$ cat src/rtl/r4i_operand_issue_if.sv
// Handshake bundle between instruction buffer, R4 operand issue block and R4 ALU.
// master: the issue block; slave: its surroundings (buffer + ALU).
interface r4i_operand_issue_if #(
    parameter int REG_WIDTH   = 128,
    parameter int ADDR_WIDTH  = 5,
    parameter int INSTR_WIDTH = 25,
    parameter int CTRL_WIDTH  = 2
) ();
    logic                   in_valid;
    logic                   in_ready;
    logic [INSTR_WIDTH-1:0] in_instr;
    logic                   out_valid;
    logic                   out_ready;
    logic [CTRL_WIDTH-1:0]  out_ctrl;
    logic [ADDR_WIDTH-1:0]  out_rd;
    logic [REG_WIDTH-1:0]   out_rs1;
    logic [REG_WIDTH-1:0]   out_rs2;
    logic [REG_WIDTH-1:0]   out_rs3;

    modport master (
        input  in_valid, in_instr, out_ready,
        output in_ready, out_valid, out_ctrl, out_rd,
        output out_rs1, out_rs2, out_rs3
    );

    modport slave (
        output in_valid, in_instr, out_ready,
        input  in_ready, out_valid, out_ctrl, out_rd,
        input  out_rs1, out_rs2, out_rs3
    );
endinterface

$ cat src/rtl/r4i_operand_issue.sv
// R4 operand issue: fetch three sources over one RF read port, then hand off to the ALU.
// Optional R4I_ZERO_REG_EN: source index 0 reads as zero.
module r4i_operand_issue #(
    parameter int REG_WIDTH   = 128,
    parameter int ADDR_WIDTH  = 5,
    parameter int INSTR_WIDTH = 25,
    parameter int CTRL_WIDTH  = 2
) (
    input  logic                  clk,
    input  logic                  rst,
    r4i_operand_issue_if.master   io,
    output logic                  rf_ren,
    output logic [ADDR_WIDTH-1:0] rf_raddr,
    input  logic [REG_WIDTH-1:0]  rf_rdata,
    output logic                  err_illegal
);
    typedef enum logic [2:0] {
        S_IDLE, S_RD1, S_RD2, S_RD3, S_CAP, S_ISSUE
    } state_e;

    state_e                state_q, state_d;
    logic [ADDR_WIDTH-1:0] rs2_q, rs2_d;
    logic [ADDR_WIDTH-1:0] rs3_q, rs3_d;
    logic [ADDR_WIDTH-1:0] rd_q, rd_d;
    logic [CTRL_WIDTH-1:0] ctrl_q, ctrl_d;
    logic [REG_WIDTH-1:0]  rs1v_q, rs1v_d;
    logic [REG_WIDTH-1:0]  rs2v_q, rs2v_d;
    logic [REG_WIDTH-1:0]  rs3v_q, rs3v_d;
    logic                  valid_q, valid_d;
    logic                  ren_q, ren_d;
    logic [ADDR_WIDTH-1:0] raddr_q, raddr_d;
    logic                  err_q, err_d;
    logic [REG_WIDTH-1:0]  cap_data;
    logic                  accept;
    logic                  legal;

    logic [1:0] f_fmt;
    logic [2:0] f_op;
    logic [4:0] f_rs3, f_rs2, f_rs1, f_rd;

    assign f_fmt = io.in_instr[24:23];
    assign f_op  = io.in_instr[22:20];
    assign f_rs3 = io.in_instr[19:15];
    assign f_rs2 = io.in_instr[14:10];
    assign f_rs1 = io.in_instr[9:5];
    assign f_rd  = io.in_instr[4:0];

    assign legal       = (f_fmt == 2'b10) && !f_op[2];
    assign io.in_ready = (state_q == S_IDLE) && !rst;
    assign accept      = io.in_valid && io.in_ready;

`ifdef R4I_ZERO_REG_EN
    // Remembers whether the index read last cycle was 0; its data arrives now.
    logic src_zero_q, src_zero_d;
    assign src_zero_d = (raddr_q == '0);
    assign cap_data   = src_zero_q ? '0 : rf_rdata;

    always_ff @(posedge clk) begin
        if (rst) src_zero_q <= 1'b0;
        else     src_zero_q <= src_zero_d;
    end
`else
    assign cap_data = rf_rdata;
`endif

    always_comb begin
        state_d = state_q;
        rs2_d   = rs2_q;
        rs3_d   = rs3_q;
        rd_d    = rd_q;
        ctrl_d  = ctrl_q;
        rs1v_d  = rs1v_q;
        rs2v_d  = rs2v_q;
        rs3v_d  = rs3v_q;
        valid_d = valid_q;
        ren_d   = ren_q;
        raddr_d = raddr_q;
        err_d   = 1'b0;
        unique case (state_q)
            S_IDLE: begin
                if (accept && legal) begin
                    rs2_d   = f_rs2;
                    rs3_d   = f_rs3;
                    rd_d    = f_rd;
                    ctrl_d  = f_op[1:0];
                    ren_d   = 1'b1;
                    raddr_d = f_rs1;
                    state_d = S_RD1;
                end else if (accept) begin
                    err_d = 1'b1;
                end
            end
            S_RD1: begin
                raddr_d = rs2_q;
                state_d = S_RD2;
            end
            S_RD2: begin
                rs1v_d  = cap_data;
                raddr_d = rs3_q;
                state_d = S_RD3;
            end
            S_RD3: begin
                rs2v_d  = cap_data;
                ren_d   = 1'b0;
                state_d = S_CAP;
            end
            S_CAP: begin
                rs3v_d  = cap_data;
                valid_d = 1'b1;
                state_d = S_ISSUE;
            end
            S_ISSUE: begin
                if (io.out_ready) begin
                    valid_d = 1'b0;
                    state_d = S_IDLE;
                end
            end
            default: state_d = S_IDLE;
        endcase
    end

    always_ff @(posedge clk) begin
        if (rst) begin
            state_q <= S_IDLE;
            rs2_q   <= '0;
            rs3_q   <= '0;
            rd_q    <= '0;
            ctrl_q  <= '0;
            rs1v_q  <= '0;
            rs2v_q  <= '0;
            rs3v_q  <= '0;
            valid_q <= 1'b0;
            ren_q   <= 1'b0;
            raddr_q <= '0;
            err_q   <= 1'b0;
        end else begin
            state_q <= state_d;
            rs2_q   <= rs2_d;
            rs3_q   <= rs3_d;
            rd_q    <= rd_d;
            ctrl_q  <= ctrl_d;
            rs1v_q  <= rs1v_d;
            rs2v_q  <= rs2v_d;
            rs3v_q  <= rs3v_d;
            valid_q <= valid_d;
            ren_q   <= ren_d;
            raddr_q <= raddr_d;
            err_q   <= err_d;
        end
    end

    assign io.out_valid = valid_q;
    assign io.out_ctrl  = ctrl_q;
    assign io.out_rd    = rd_q;
    assign io.out_rs1   = rs1v_q;
    assign io.out_rs2   = rs2v_q;
    assign io.out_rs3   = rs3v_q;
    assign rf_ren       = ren_q;
    assign rf_raddr     = raddr_q;
    assign err_illegal  = err_q;
endmodule

$ cat src/flat_wrapper.sv
// flat-port wrapper written by rule: the top's interface ports become plain ports
module r4i_operand_issue_flat 
#(
    parameter int REG_WIDTH   = 128,
    parameter int ADDR_WIDTH  = 5,
    parameter int INSTR_WIDTH = 25,
    parameter int CTRL_WIDTH  = 2
)
  (clk, rst, rf_ren, rf_raddr, rf_rdata, err_illegal, io_in_valid, io_in_instr, io_out_ready, io_in_ready, io_out_valid, io_out_ctrl, io_out_rd, io_out_rs1, io_out_rs2, io_out_rs3);
  r4i_operand_issue_if #(.REG_WIDTH(REG_WIDTH), .ADDR_WIDTH(ADDR_WIDTH), .INSTR_WIDTH(INSTR_WIDTH), .CTRL_WIDTH(CTRL_WIDTH)) io_i ();
  input  logic clk;
  input  logic rst;
  output logic rf_ren;
  output logic [ADDR_WIDTH-1:0] rf_raddr;
  input  logic [REG_WIDTH-1:0] rf_rdata;
  output logic err_illegal;
  input wire logic [$bits(io_i.in_valid)-1:0] io_in_valid;
  input wire logic [$bits(io_i.in_instr)-1:0] io_in_instr;
  input wire logic [$bits(io_i.out_ready)-1:0] io_out_ready;
  output wire logic [$bits(io_i.in_ready)-1:0] io_in_ready;
  output wire logic [$bits(io_i.out_valid)-1:0] io_out_valid;
  output wire logic [$bits(io_i.out_ctrl)-1:0] io_out_ctrl;
  output wire logic [$bits(io_i.out_rd)-1:0] io_out_rd;
  output wire logic [$bits(io_i.out_rs1)-1:0] io_out_rs1;
  output wire logic [$bits(io_i.out_rs2)-1:0] io_out_rs2;
  output wire logic [$bits(io_i.out_rs3)-1:0] io_out_rs3;
  assign io_i.in_valid = io_in_valid;
  assign io_i.in_instr = io_in_instr;
  assign io_i.out_ready = io_out_ready;
  assign io_in_ready = io_i.in_ready;
  assign io_out_valid = io_i.out_valid;
  assign io_out_ctrl = io_i.out_ctrl;
  assign io_out_rd = io_i.out_rd;
  assign io_out_rs1 = io_i.out_rs1;
  assign io_out_rs2 = io_i.out_rs2;
  assign io_out_rs3 = io_i.out_rs3;
  r4i_operand_issue #(.REG_WIDTH(REG_WIDTH), .ADDR_WIDTH(ADDR_WIDTH), .INSTR_WIDTH(INSTR_WIDTH), .CTRL_WIDTH(CTRL_WIDTH)) u_core (.clk(clk), .rst(rst), .io(io_i), .rf_ren(rf_ren), .rf_raddr(rf_raddr), .rf_rdata(rf_rdata), .err_illegal(err_illegal));
endmodule
$ cat config.mk
export PLATFORM = sky130hd
export DESIGN_NAME = r4i_operand_issue_flat
export DESIGN_NICKNAME = d
export VERILOG_FILES = /design/src/rtl/r4i_operand_issue_if.sv /design/src/rtl/r4i_operand_issue.sv /design/src/flat_wrapper.sv
export SDC_FILE = /design/constraint.sdc
export NUM_CORES = 1
export LEC_CHECK = 0
export CORE_AREA = 2 2 217 219
export DETAILED_ROUTE_END_ITERATION = 7
export DIE_AREA = 0 0 219 221
export GPL_ROUTABILITY_DRIVEN = 0
export PLACE_DENSITY = 0.58
export SLEW_MARGIN = 20
export SYNTH_ARGS = -nofsm -noshare
export SYNTH_HDL_FRONTEND = slang
export SYNTH_SLANG_ARGS = --single-unit
$ cat constraint.sdc
create_clock -name clk -period 1.8 [get_ports clk]
set_clock_uncertainty 0.15 [all_clocks]
set_input_delay 0.27 -clock clk [delete_from_list [all_inputs] [get_ports clk]]
set_output_delay 0.27 -clock clk [all_outputs]
set_load 0.01 [all_outputs]
==> flow_summary.toml <==
[outcome]
status = "finished, violations left"
violations = "setup timing"

[sta]
post-route-period-util = 1.01
setup_tns_ns = -0.305
relSlewSlack = 0.633
rsz0062_at_grt = "yes"
fin_ws_ns = -0.0246
finalHoldViolations = 0
setup_viol = 28
fmax_mhz = 548
worst_slew_pin_slew_ns = 0.551
period_needed_ns = 1.82
maxSlewViolCount = 0
hold_slack_ns = 0.0997

[grt]
antenna_found_initial = 1
overflow = 0
grtUsageTotal = 0.213
grt_pass1_vias = 13788
grt_max_degree = 113
grt_pass1_wl_mm = 81.0

[detailed_routing]
antenna_left = 0
firstDrtPassIters = 5
drt_wl_total_mm = 53.7
vias = 14220
vias_per_cell = 4.75
drt_iter0_drc = 877
drcViolationCount = 0
routedWlPerCell_um = 17.9

[pwr]
clkPwrFrac = 0.491
pwr-share-comb = 0.053
p_total_mw = 20.2
p_seq_frac = 0.456
p_per_area_mw_per_mm2 = 915
switchingPower_mw = 4.40
internal_power_mw = 15.8
p_leak_nw = 9.42
switching_share = 0.217
vdd_drop_max_uv = 726

[synth]
syn_area_mm2 = 0.0143
synth_nets = 1971
yosysWarnings = 0
synth-seq-cells = 412
yosys-top-cells-area = "dfxtp_1 (57%), nand2_1 (21%), a21oi_1 (14%), buf_2 (2.3%), clkbuf_1 (1.4%)"
synth_top_area_frac = 0.575
yosysTopAreaCell = "dfxtp_1"
ys_top_cells_by_count = "nand2_1 (806), dfxtp_1 (412), a21oi_1 (405), buf_2 (65), clkbuf_1 (52)"
synth.avg_cell_area_um2 = 7.91
syn_inst = 1814
async_flop_share = 0
synth_edf_count = 0
yosysMostFrequentCell = "nand2_1"
synth_ff_type = "dfxtp_1"
synth_cell_type_count = 29
synth.yosys.seq_area_share = 0.575

[die]
dieArea_mm2 = 0.0484
boundaryPins = 557
die_w_um = 219
coreArea_mm2 = 0.0461
die_y_um = 221
start_util = 0.311
rows = 79

[clock_tree]
cts_max_path_buffers = 3
cts-root-buf = "clkbuf_16"
cts_buffers = 46
insertion_delay_ns = 0.57
clk_pin_slew_ns = 0.06
cts_sinks = 412
cts_tree = "done"
h-tree-depth = 2

[placed_design]
place_inst = 2908
dpl_cell_area_mm2 = 0.0209
pre_cts_ws_ns = -0.0555
post-dp-hpwl_mm = 37.7
port_buffers = 556

[critical_path]
cp_num_buf_inv = 3
critPathMaxFanout = 61
worstSetupPathType = "register to register"
required_ns = 2.07
cp_top_family = "simple AND/OR/NAND/NOR gates"
worstSetupEndpointType = "register"
arrival_ns = 2.10
critPathMostFrequentCell = "buf_4"
max_stage_delay_ns = 0.40
crit_chain = "buf_4 > buf_4 > or3_4 > buf_12 > nand2_1 > a21oi_1"
cp-start-kind = "register"
slowest_stage = "or3_4"

[min_path]
worst_hold_path_type = "primary input to register"

[layout]
finalInstanceArea_mm2 = 0.0221
final_cells = 2995
nets = 2510
areaGrowthSynthToFinish_pct = 54.1
drive_gt1_frac = 0.0658
final_util = 0.480

[flow_run]
drv_cap = 0
==> sequential cells by signal, summed over array words and instances, names as in the netlist <==
name / cells
u_core.io.out_ctrl: 2
u_core.err_illegal: 1
u_core.io.out_rs1: 128
u_core.rf_ren: 1
u_core.rf_raddr: 5
u_core.io.out_valid: 1
u_core.io.out_rs2: 128
u_core.io.out_rd: 5
u_core.rs2_q: 5
u_core.io.out_rs3: 128
u_core.state_q: 3
u_core.rs3_q: 5
==> path summary, 6_finish.rpt <==
kind	start	to	slack, ns	cells after the start
worst max-delay path	u_core.state_q[0]	u_core.io.out_rs1[33]	-0.02	6
worst min-delay path	io_in_instr[14]	u_core.rs2_q[4]	0.1	3
worst max register to register	u_core.state_q[0]	u_core.io.out_rs1[33]	-0.02	6
worst min register to register	u_core.io.out_rs2[89]	u_core.io.out_rs2[89]	0.30	2
==> area by class of cell <==
| type | instances | area [µm²] |
|---|---|---|
| Timing Repair Buffer | 628 | 6030 |
| Multi-Input combinational cell | 1264 | 5450 |
| Clock inverter | 11 | 188 |
| Tap cell | 607 | 759 |
| Inverter | 1 | 3.75 |
| Antenna cell | 1 | 2.50 |
| Fill cell | 4568 | 24000 |
| Sequential cell | 412 | 8250 |
| Clock buffer | 71 | 1420 |
==> worst reg2reg max path: cells and delay by family (launching register included) <==
kind	cells	cell delay, ns
simple gates	2	0.63
buf+inv	3	0.47
flops	1	0.36
compound gates	1	0.07
==> layout by cell type, fill, tap and decap left out, drive strengths merged, types with 4 or more instances in the layout <==
| cell | synthesis | routed |
|---|---|---|
| dlygate4sd2 | 0 | 398 |
| clkbuf | 53 | 71 |
| nand2 | 806 | 806 |
| clkinv | 0 | 4 |
| clkdlybuf4s50 | 0 | 155 |
| a221oi | 6 | 6 |
| nor2 | 15 | 15 |
| bufinv | 0 | 5 |
| mux2i | 5 | 5 |
| dfxtp | 412 | 412 |
| o21ai | 5 | 5 |
| nand2b | 6 | 6 |
| a21oi | 406 | 406 |
| buf | 84 | 72 |
==> power by group through the flow <==
stage | sequential (mW) | clock (mW) | combinational, mW
floorplan | 9.47 | 0 | 0.316
global placement | 9.44 | 0 | 1.10
detailed placement | 9.44 | 0 | 1.10
CTS | 9.24 | 10.2 | 1.06
global route | 9.24 | 10.6 | 1.14
finish | 9.24 | 9.93 | 1.07
==> per-layer routing <==
metal  up-vias  GRT usage  wire length [µm]
met5         -          0                 0
met3        92     0.0707              4600
met2       512      0.358             25700
met4         0     0.0804              1840
met1      6697      0.252             21500
li1       6919          -                 -
==> cell families (layout without fill, tap and decap cells) <==
group | after synthesis | after routing | share of synthesized area
and+or+nand+nor | 840 | 840 | 0.225
AOI/OAI and AO/OA | 419 | 419 | 0.149
DFF | 412 | 412 | 0.575
buffers and inverters | 138 | 711 | 0.0477
muxes | 5 | 5 | 0.00349
other | 0 | 1 | 0
==> what timing repair did <==
item                                    4_1_cts  5_1_grt
pin swaps                                     1        2
hold endpoints to repair                      3        0
resized for setup                           405        7
endpoints found under the setup margin      481       96
setup buffers                                 0        2
hold buffers                                  2        0
Note: power is estimated with default switching activity, not from simulation.
